[src/rtl/int_axi4l.sv]
// int_axi4l: internal register strobe to AXI4-Lite master bridge.
// One transaction in flight; a write+read pair runs write first.
//
// Ports:
//   m_axi_aclk, m_axi_aresetn      clock, async active-low reset
//   int_addr/int_wr_data/int_wr_strb/int_wr_en/int_rd_en
//                                  internal request (single-cycle strobes)
//   int_wr_ack/int_wr_err          write completion pulse and error flag
//   int_rd_ack/int_rd_err/int_rd_data
//                                  read completion pulse, error, held data
//   int_busy, int_ovr              activity flag, dropped-request pulse
//   m_axi_*                        AXI4-Lite master channels
module int_axi4l #(
    parameter int ADDR_WIDTH = 10,
    parameter int DATA_WIDTH = 32
) (
    input  logic                    m_axi_aclk,
    input  logic                    m_axi_aresetn,
    input  logic [ADDR_WIDTH-1:0]   int_addr,
    input  logic [DATA_WIDTH-1:0]   int_wr_data,
    input  logic [DATA_WIDTH/8-1:0] int_wr_strb,
    input  logic                    int_wr_en,
    input  logic                    int_rd_en,
    output logic                    int_wr_ack,
    output logic                    int_wr_err,
    output logic                    int_rd_ack,
    output logic                    int_rd_err,
    output logic [DATA_WIDTH-1:0]   int_rd_data,
    output logic                    int_busy,
    output logic                    int_ovr,
    output logic [ADDR_WIDTH-1:0]   m_axi_awaddr,
    output logic [2:0]              m_axi_awprot,
    output logic                    m_axi_awvalid,
    input  logic                    m_axi_awready,
    output logic [DATA_WIDTH-1:0]   m_axi_wdata,
    output logic [DATA_WIDTH/8-1:0] m_axi_wstrb,
    output logic                    m_axi_wvalid,
    input  logic                    m_axi_wready,
    input  logic [1:0]              m_axi_bresp,
    input  logic                    m_axi_bvalid,
    output logic                    m_axi_bready,
    output logic [ADDR_WIDTH-1:0]   m_axi_araddr,
    output logic [2:0]              m_axi_arprot,
    output logic                    m_axi_arvalid,
    input  logic                    m_axi_arready,
    input  logic [DATA_WIDTH-1:0]   m_axi_rdata,
    input  logic [1:0]              m_axi_rresp,
    input  logic                    m_axi_rvalid,
    output logic                    m_axi_rready
);

    localparam int SW = DATA_WIDTH / 8;

    typedef enum logic [2:0] {
        IDLE,
        WR_REQ,
        WR_RESP,
        RD_REQ,
        RD_RESP
    } state_t;

    state_t                  state_q, state_d;
    logic [ADDR_WIDTH-1:0]   addr_q, addr_d;
    logic [DATA_WIDTH-1:0]   wdata_q, wdata_d;
    logic [SW-1:0]           wstrb_q, wstrb_d;
    logic                    awvalid_q, awvalid_d;
    logic                    wvalid_q, wvalid_d;
    logic                    arvalid_q, arvalid_d;
    logic                    pend_q, pend_d;
    logic                    wr_ack_q, wr_ack_d;
    logic                    wr_err_q, wr_err_d;
    logic                    rd_ack_q, rd_ack_d;
    logic                    rd_err_q, rd_err_d;
    logic [DATA_WIDTH-1:0]   rd_data_q, rd_data_d;
    logic                    ovr_q, ovr_d;

    logic busy;
    logic aw_done;
    logic w_done;

    assign busy = (state_q != IDLE) || pend_q;

    // A channel counts as done once its valid has dropped or is
    // handshaking this cycle; lets AW and W finish in either order.
    assign aw_done = !awvalid_q || m_axi_awready;
    assign w_done  = !wvalid_q || m_axi_wready;

    always_comb begin
        state_d   = state_q;
        addr_d    = addr_q;
        wdata_d   = wdata_q;
        wstrb_d   = wstrb_q;
        awvalid_d = awvalid_q;
        wvalid_d  = wvalid_q;
        arvalid_d = arvalid_q;
        pend_d    = pend_q;
        rd_data_d = rd_data_q;
        wr_ack_d  = 1'b0;
        wr_err_d  = 1'b0;
        rd_ack_d  = 1'b0;
        rd_err_d  = 1'b0;
        ovr_d     = 1'b0;

        // Any strobe seen while busy is dropped; a combined
        // write+read strobe still yields one pulse.
        if (busy && (int_wr_en || int_rd_en)) begin
            ovr_d = 1'b1;
        end

        unique case (state_q)
            IDLE: begin
                if (int_wr_en) begin
                    addr_d    = int_addr;
                    wdata_d   = int_wr_data;
                    wstrb_d   = int_wr_strb;
                    awvalid_d = 1'b1;
                    wvalid_d  = 1'b1;
                    pend_d    = int_rd_en;
                    state_d   = WR_REQ;
                end else if (int_rd_en) begin
                    addr_d    = int_addr;
                    arvalid_d = 1'b1;
                    state_d   = RD_REQ;
                end
            end
            WR_REQ: begin
                if (awvalid_q && m_axi_awready) begin
                    awvalid_d = 1'b0;
                end
                if (wvalid_q && m_axi_wready) begin
                    wvalid_d = 1'b0;
                end
                if (aw_done && w_done) begin
                    state_d = WR_RESP;
                end
            end
            WR_RESP: begin
                if (m_axi_bvalid) begin
                    wr_ack_d = 1'b1;
                    wr_err_d = (m_axi_bresp != 2'b00);
                    if (pend_q) begin
                        // Pending read reuses the write address.
                        pend_d    = 1'b0;
                        arvalid_d = 1'b1;
                        state_d   = RD_REQ;
                    end else begin
                        state_d = IDLE;
                    end
                end
            end
            RD_REQ: begin
                if (m_axi_arready) begin
                    arvalid_d = 1'b0;
                    state_d   = RD_RESP;
                end
            end
            RD_RESP: begin
                if (m_axi_rvalid) begin
                    rd_data_d = m_axi_rdata;
                    rd_err_d  = (m_axi_rresp != 2'b00);
                    rd_ack_d  = 1'b1;
                    state_d   = IDLE;
                end
            end
            default: begin
                state_d = IDLE;
            end
        endcase
    end

    always_ff @(posedge m_axi_aclk or negedge m_axi_aresetn) begin
        if (!m_axi_aresetn) begin
            state_q   <= IDLE;
            addr_q    <= '0;
            wdata_q   <= '0;
            wstrb_q   <= '0;
            awvalid_q <= 1'b0;
            wvalid_q  <= 1'b0;
            arvalid_q <= 1'b0;
            pend_q    <= 1'b0;
            wr_ack_q  <= 1'b0;
            wr_err_q  <= 1'b0;
            rd_ack_q  <= 1'b0;
            rd_err_q  <= 1'b0;
            rd_data_q <= '0;
            ovr_q     <= 1'b0;
        end else begin
            state_q   <= state_d;
            addr_q    <= addr_d;
            wdata_q   <= wdata_d;
            wstrb_q   <= wstrb_d;
            awvalid_q <= awvalid_d;
            wvalid_q  <= wvalid_d;
            arvalid_q <= arvalid_d;
            pend_q    <= pend_d;
            wr_ack_q  <= wr_ack_d;
            wr_err_q  <= wr_err_d;
            rd_ack_q  <= rd_ack_d;
            rd_err_q  <= rd_err_d;
            rd_data_q <= rd_data_d;
            ovr_q     <= ovr_d;
        end
    end

    assign int_wr_ack    = wr_ack_q;
    assign int_wr_err    = wr_err_q;
    assign int_rd_ack    = rd_ack_q;
    assign int_rd_err    = rd_err_q;
    assign int_rd_data   = rd_data_q;
    assign int_busy      = busy;
    assign int_ovr       = ovr_q;

    assign m_axi_awaddr  = addr_q;
    assign m_axi_awprot  = 3'b000;
    assign m_axi_awvalid = awvalid_q;
    assign m_axi_wdata   = wdata_q;
    assign m_axi_wstrb   = wstrb_q;
    assign m_axi_wvalid  = wvalid_q;
    assign m_axi_bready  = (state_q == WR_RESP);
    assign m_axi_araddr  = addr_q;
    assign m_axi_arprot  = 3'b000;
    assign m_axi_arvalid = arvalid_q;
    assign m_axi_rready  = (state_q == RD_RESP);

endmodule

[config.mk]
export PLATFORM = sky130hd
export DESIGN_NAME = int_axi4l
export DESIGN_NICKNAME = d
export VERILOG_FILES = /design/src/rtl/int_axi4l.sv
export SDC_FILE = /design/constraint.sdc
export NUM_CORES = 1
export LEC_CHECK = 0
export ABC_AREA = 1
export CAP_MARGIN = 15
export CORE_MARGIN = 10
export CORE_UTILIZATION = 30
export DETAILED_ROUTE_END_ITERATION = 10
export DONT_BUFFER_PORTS = 1
export PLACE_DENSITY = 0.53
export SYNTH_ARGS = -nofsm -noshare
export SYNTH_HDL_FRONTEND = slang
export SYNTH_SLANG_ARGS = --single-unit
[constraint.sdc]
create_clock -name m_axi_aclk -period 2.44 [get_ports m_axi_aclk]
set_clock_uncertainty 0.05 [all_clocks]
set_input_delay 0.488 -clock m_axi_aclk [delete_from_list [all_inputs] [get_ports m_axi_aclk]]
set_output_delay 0.488 -clock m_axi_aclk [all_outputs]
set_load 0.005 [all_outputs]
# == Yosys cells after proc, flatten, opt, wreduce, memory -nomap -nowiden ==
# Cells that the tools add are included.
# totals
reg_bits,90
in_bits,91
out_inout_bits,105
word_cells,88
# op_classes
n_eq_ne,15
muxes,33
reduce_logical,26
# ops
cell,n
$mux 10,2
$mux 1,19
$mux 3,6
$ne 2x2->1 const B,9
$pmux 3 s5,1
$reduce_bool 2->1,5
$reduce_and 3->1,3
$eq 3x2->1 const B,2
$pmux 1 s2,3
$reduce_and 2->1,3
$reduce_and 6->1,1
$reduce_bool 3->1,2
$reduce_and 5->1,1
$logic_and 1x1->1,4
$logic_or 1x1->1,4
$eq 3x1->1 const B,1
$eq 3x3->1 const B,1
$logic_not 3->1,1
$ne 3x3->1 const B,1
$pmux 1 s3,1
$logic_not 1->1,2
$mux 2,1
$ne 2x1->1 const B,1

# == Depth between registers and ports, before layout ==
# logic_depth
ltp_word,5
ltp_mapped,8
depth_no_buf,8

# == Worst setup path before layout ==
# No wires, ideal clock.
# synth_path
path_kind,register to output
startpoint,register state_q[2]
endpoint,output port int_busy
t_arrival_ns,0.918
t_required_ns,1.902
setup_slack_ns,0.984
stages_incl_launch_ff,6
path_buffers,1
path_cell_list,dfrtp_1 nor2_4 nand2_2 inv_2 buf_6 nand2_1
# synth_between
elab_chain_len,2
# synth_lines
element,line,text
"start, declared",62,"state_t state_q, state_d;"
"start signal, assigned",188,state_q <= state_d;
$reduce_bool 3->1,81,assign busy = (state_q != IDLE) || pend_q;
$logic_or 1x1->1,81,
"end, declared",29,"output logic int_busy,"
# No other way between the ends.

# == Worst setup path in the final report ==
# Ends and elaborated chain as after synthesis.

==> results.yml <==
sta:
  slew_headroom_pct: 63.8
  layout_min_cycle_time_ns: 1.99
  hold_viol: 90
  worstMarginPinSlew_ns: 0.542
  hold_ws_ns: -0.207
  setup_viol: 0
  fmax_ghz: 0.502
  drv_slew: 0
  rsz0062_at_grt: "false"
  post-route-period-util_pct: 81.7
  timing.setup.tns_ns: 0
drt:
  drt_iter0_drc: 96
  dr.pass1.iters: 4
  viasPerCell: 4.55
  drc: 0
  vias: 2748
  wirelength_um: 10800
  wl_per_cell_um: 17.9
  drtAntennaViolNets: 0
cells_and_area:
  stdcell_area_um2: 4100
  nNetsFinal: 519
  layout-drive-gt1-share_pct: 6.02
  syn_to_final_growth_pct: 7.16
  diodes: 0
critical_path:
  critPathSlowestCell: "dfrtp_1"
  critical_path_arrival_ns: 1.46
  critPathCaptureType: "primary output"
  worstPathMaxFanout: 16
  worstSetupPathType: "reg2out"
  worstRegToRegCells: 7
  worstSetupStartpointType: "flip-flop"
  crit-reg2reg-launch: "state_q[2]"
  crit_start: "state_q[2]"
  rrSetupSlack_ns: 0.74
  worstReg2RegEnd: "m_axi_wdata[31]"
  required_ns: 1.90
  crit_chain: "nor2_4 > nand2_2 > inv_2 > buf_4 > nand2_1"
  cp_slowest_stage_delay_ns: 0.45
job:
  cap_violations: 0
yosys:
  ys.warnings.count: 0
  syn_inst: 444
  yosysTopAreaCell: "dfrtp_1"
  yosys-top-cells-area: "dfrtp_1 59%, nand2_1 21%, nand3_1 6.9%, buf_4 3.7%, buf_6 2.1%"
  yosysTopAreaCellShare_pct: 58.9
  synth_cell_types: 21
  synth_seq_area_share_pct: 58.9
  synth_area_per_cell_um2: 8.62
  syn_area_um2: 3830
  synth-edff-count: 0
  ys.flop_type: "dfrtp_1"
  asyncSetResetFlopFracSynth_pct: 100
  ys_ff_latch: 90
cts:
  cts_inserted_buffers: 9
  cts_root_buf: "clkbuf_16"
  cts_resized: 0
  htreeDepth: 3
  clkSlewWorstSetupHoldPaths_ns: 0.06
  cts_tree: "built"
  clockBufferDepth: 2
  cts.sinks: 90
  cts_setup_buffers: 0
  clk-insertion-delay-late_ns: 0.34
global_routing:
  antenna_found_initial: 0
  grt_pass1_vias: 2866
  grt_use_total_pct: 12.2
  grt_overflow: 0
  grt_max_degree: 91
  grt_pass1_wl_um: 16900
place:
  placed_area_um2: 3840
  place.gp.congestion: 0.793
  io_buffers: 0
  place_hpwl_um: 8000
die:
  die_w_um: 133
  ioPinCount: 196
  start_util_pct: 30.4
  core_area_um2: 12600
  rows: 41
  design.die.area_um2: 17700
  die_h_um: 133
status:
  violations: "negative hold slack"
  status: "complete, but fails checks"
min_path:
  hold_path.class: "in2async"
pwr:
  peakVddDrop_v: 0.000486
  power_mw: 5.69
  p_per_area_nw_per_um2: 1390
  leakage_nw: 2.20
==> registers in the layout, indices dropped and copies added (netlist names) <==
register	cells
m_axi_wvalid	1
int_rd_ack	1
m_axi_wdata	32
m_axi_araddr	10
m_axi_wstrb	4
pend_q	1
int_ovr	1
m_axi_arvalid	1
m_axi_awvalid	1
int_rd_data	32
int_wr_err	1
state_q	3
int_wr_ack	1
int_rd_err	1
==> placed cells by master (no fill, tap or decap), types with 3 or more instances in the layout <==
| master | instances |
|---|---|
| clkbuf_16 | 9 |
| conb_1 | 6 |
| nor2_1 | 11 |
| o21ai_0 | 4 |
| nand3_1 | 53 |
| nand2_1 | 216 |
| dfrtp_1 | 90 |
| clkbuf_1 | 3 |
| buf_4 | 3 |
| inv_1 | 18 |
| nand2_2 | 4 |
==> power breakdown <==
group          total [mW]  switching [mW]  internal, mW
logic                1.52           0.986         0.531
clock network        1.26           0.542         0.713
registers            2.91           0.699          2.22
==> critical path: cells and delay by family, from the launching register on <==
kind / cells / cell delay (ns)
AND/OR/NAND/NOR: 3 / 0.41
flip-flops: 1 / 0.45
buffers and inverters: 2 / 0.26
==> worst max-delay path by stage <==
stage | slack (ns) | end | depth (start not counted)
floorplan | 0.98 | int_busy | 5
global placement | 0.79 | m_axi_wdata[14] | 7
detailed placement | 0.73 | m_axi_wstrb[3] | 7
CTS | 0.42 | int_busy | 5
global route | 0.36 | int_busy | 5
finish | 0.45 | int_busy | 5
==> synth_stat cells (2+ instances only) <==
cell type,number
dfrtp_1,90
a21oi_1,2
nand2_2,4
nor2_1,11
inv_1,18
nand3_1,53
inv_2,2
buf_4,19
buf_6,7
buf_2,6
nand2_1,216
nor2_4,2
o21ai_0,4
clkbuf_1,2
buf_1,2
==> cells by family (layout without fill, tap and decap cells) <==
family / count (synthesis) / after routing / synth area share (%)
AOI/OAI and AO/OA: 8 / 8 / 1.18
buffers and inverters: 56 / 39 / 8.93
DFF: 90 / 90 / 58.9
other: 1 / 6 / 0.0980
and+or+nand+nor: 289 / 289 / 30.9
==> area by class of cell <==
class,count,area [µm²]
sequential,90,2250
fill,1286,8470
multi-input combinational,303,1250
tap,172,215
clock inverter,2,13.8
inverter,20,75.1
timing repair buffer,4,42.5
clock buffer,13,250
==> per-stage QoR <==
| stage | hold slack [ns] | std cells | setup WS (ns) | utilization (%) |
|---|---|---|---|---|
| 6_report | -0.207 | 604 | 0.447 | 32.6 |
| 5_1_grt | -0.231 | 604 | 0.358 | 32.6 |
| 4_1_cts | -0.228 | 604 | 0.424 | 32.6 |
| 3_5_place_dp | 0.146 | 589 | 0.734 | 30.5 |
| 3_3_place_gp | 0.146 | 589 | 0.787 | 30.5 |
| 2_1_floorplan | 0.142 | 449 | 0.984 | - |
==> per-layer routing <==
metal	track usage [%]	wire (µm)	vias to the layer above
met4	5.56	223	0
met3	7.12	1420	14
met2	18.6	4890	129
met5	0	0	-
met1	13.3	4290	1285
li1	-	-	1320
No activity file was read; power rests on OpenSTA's default activity.
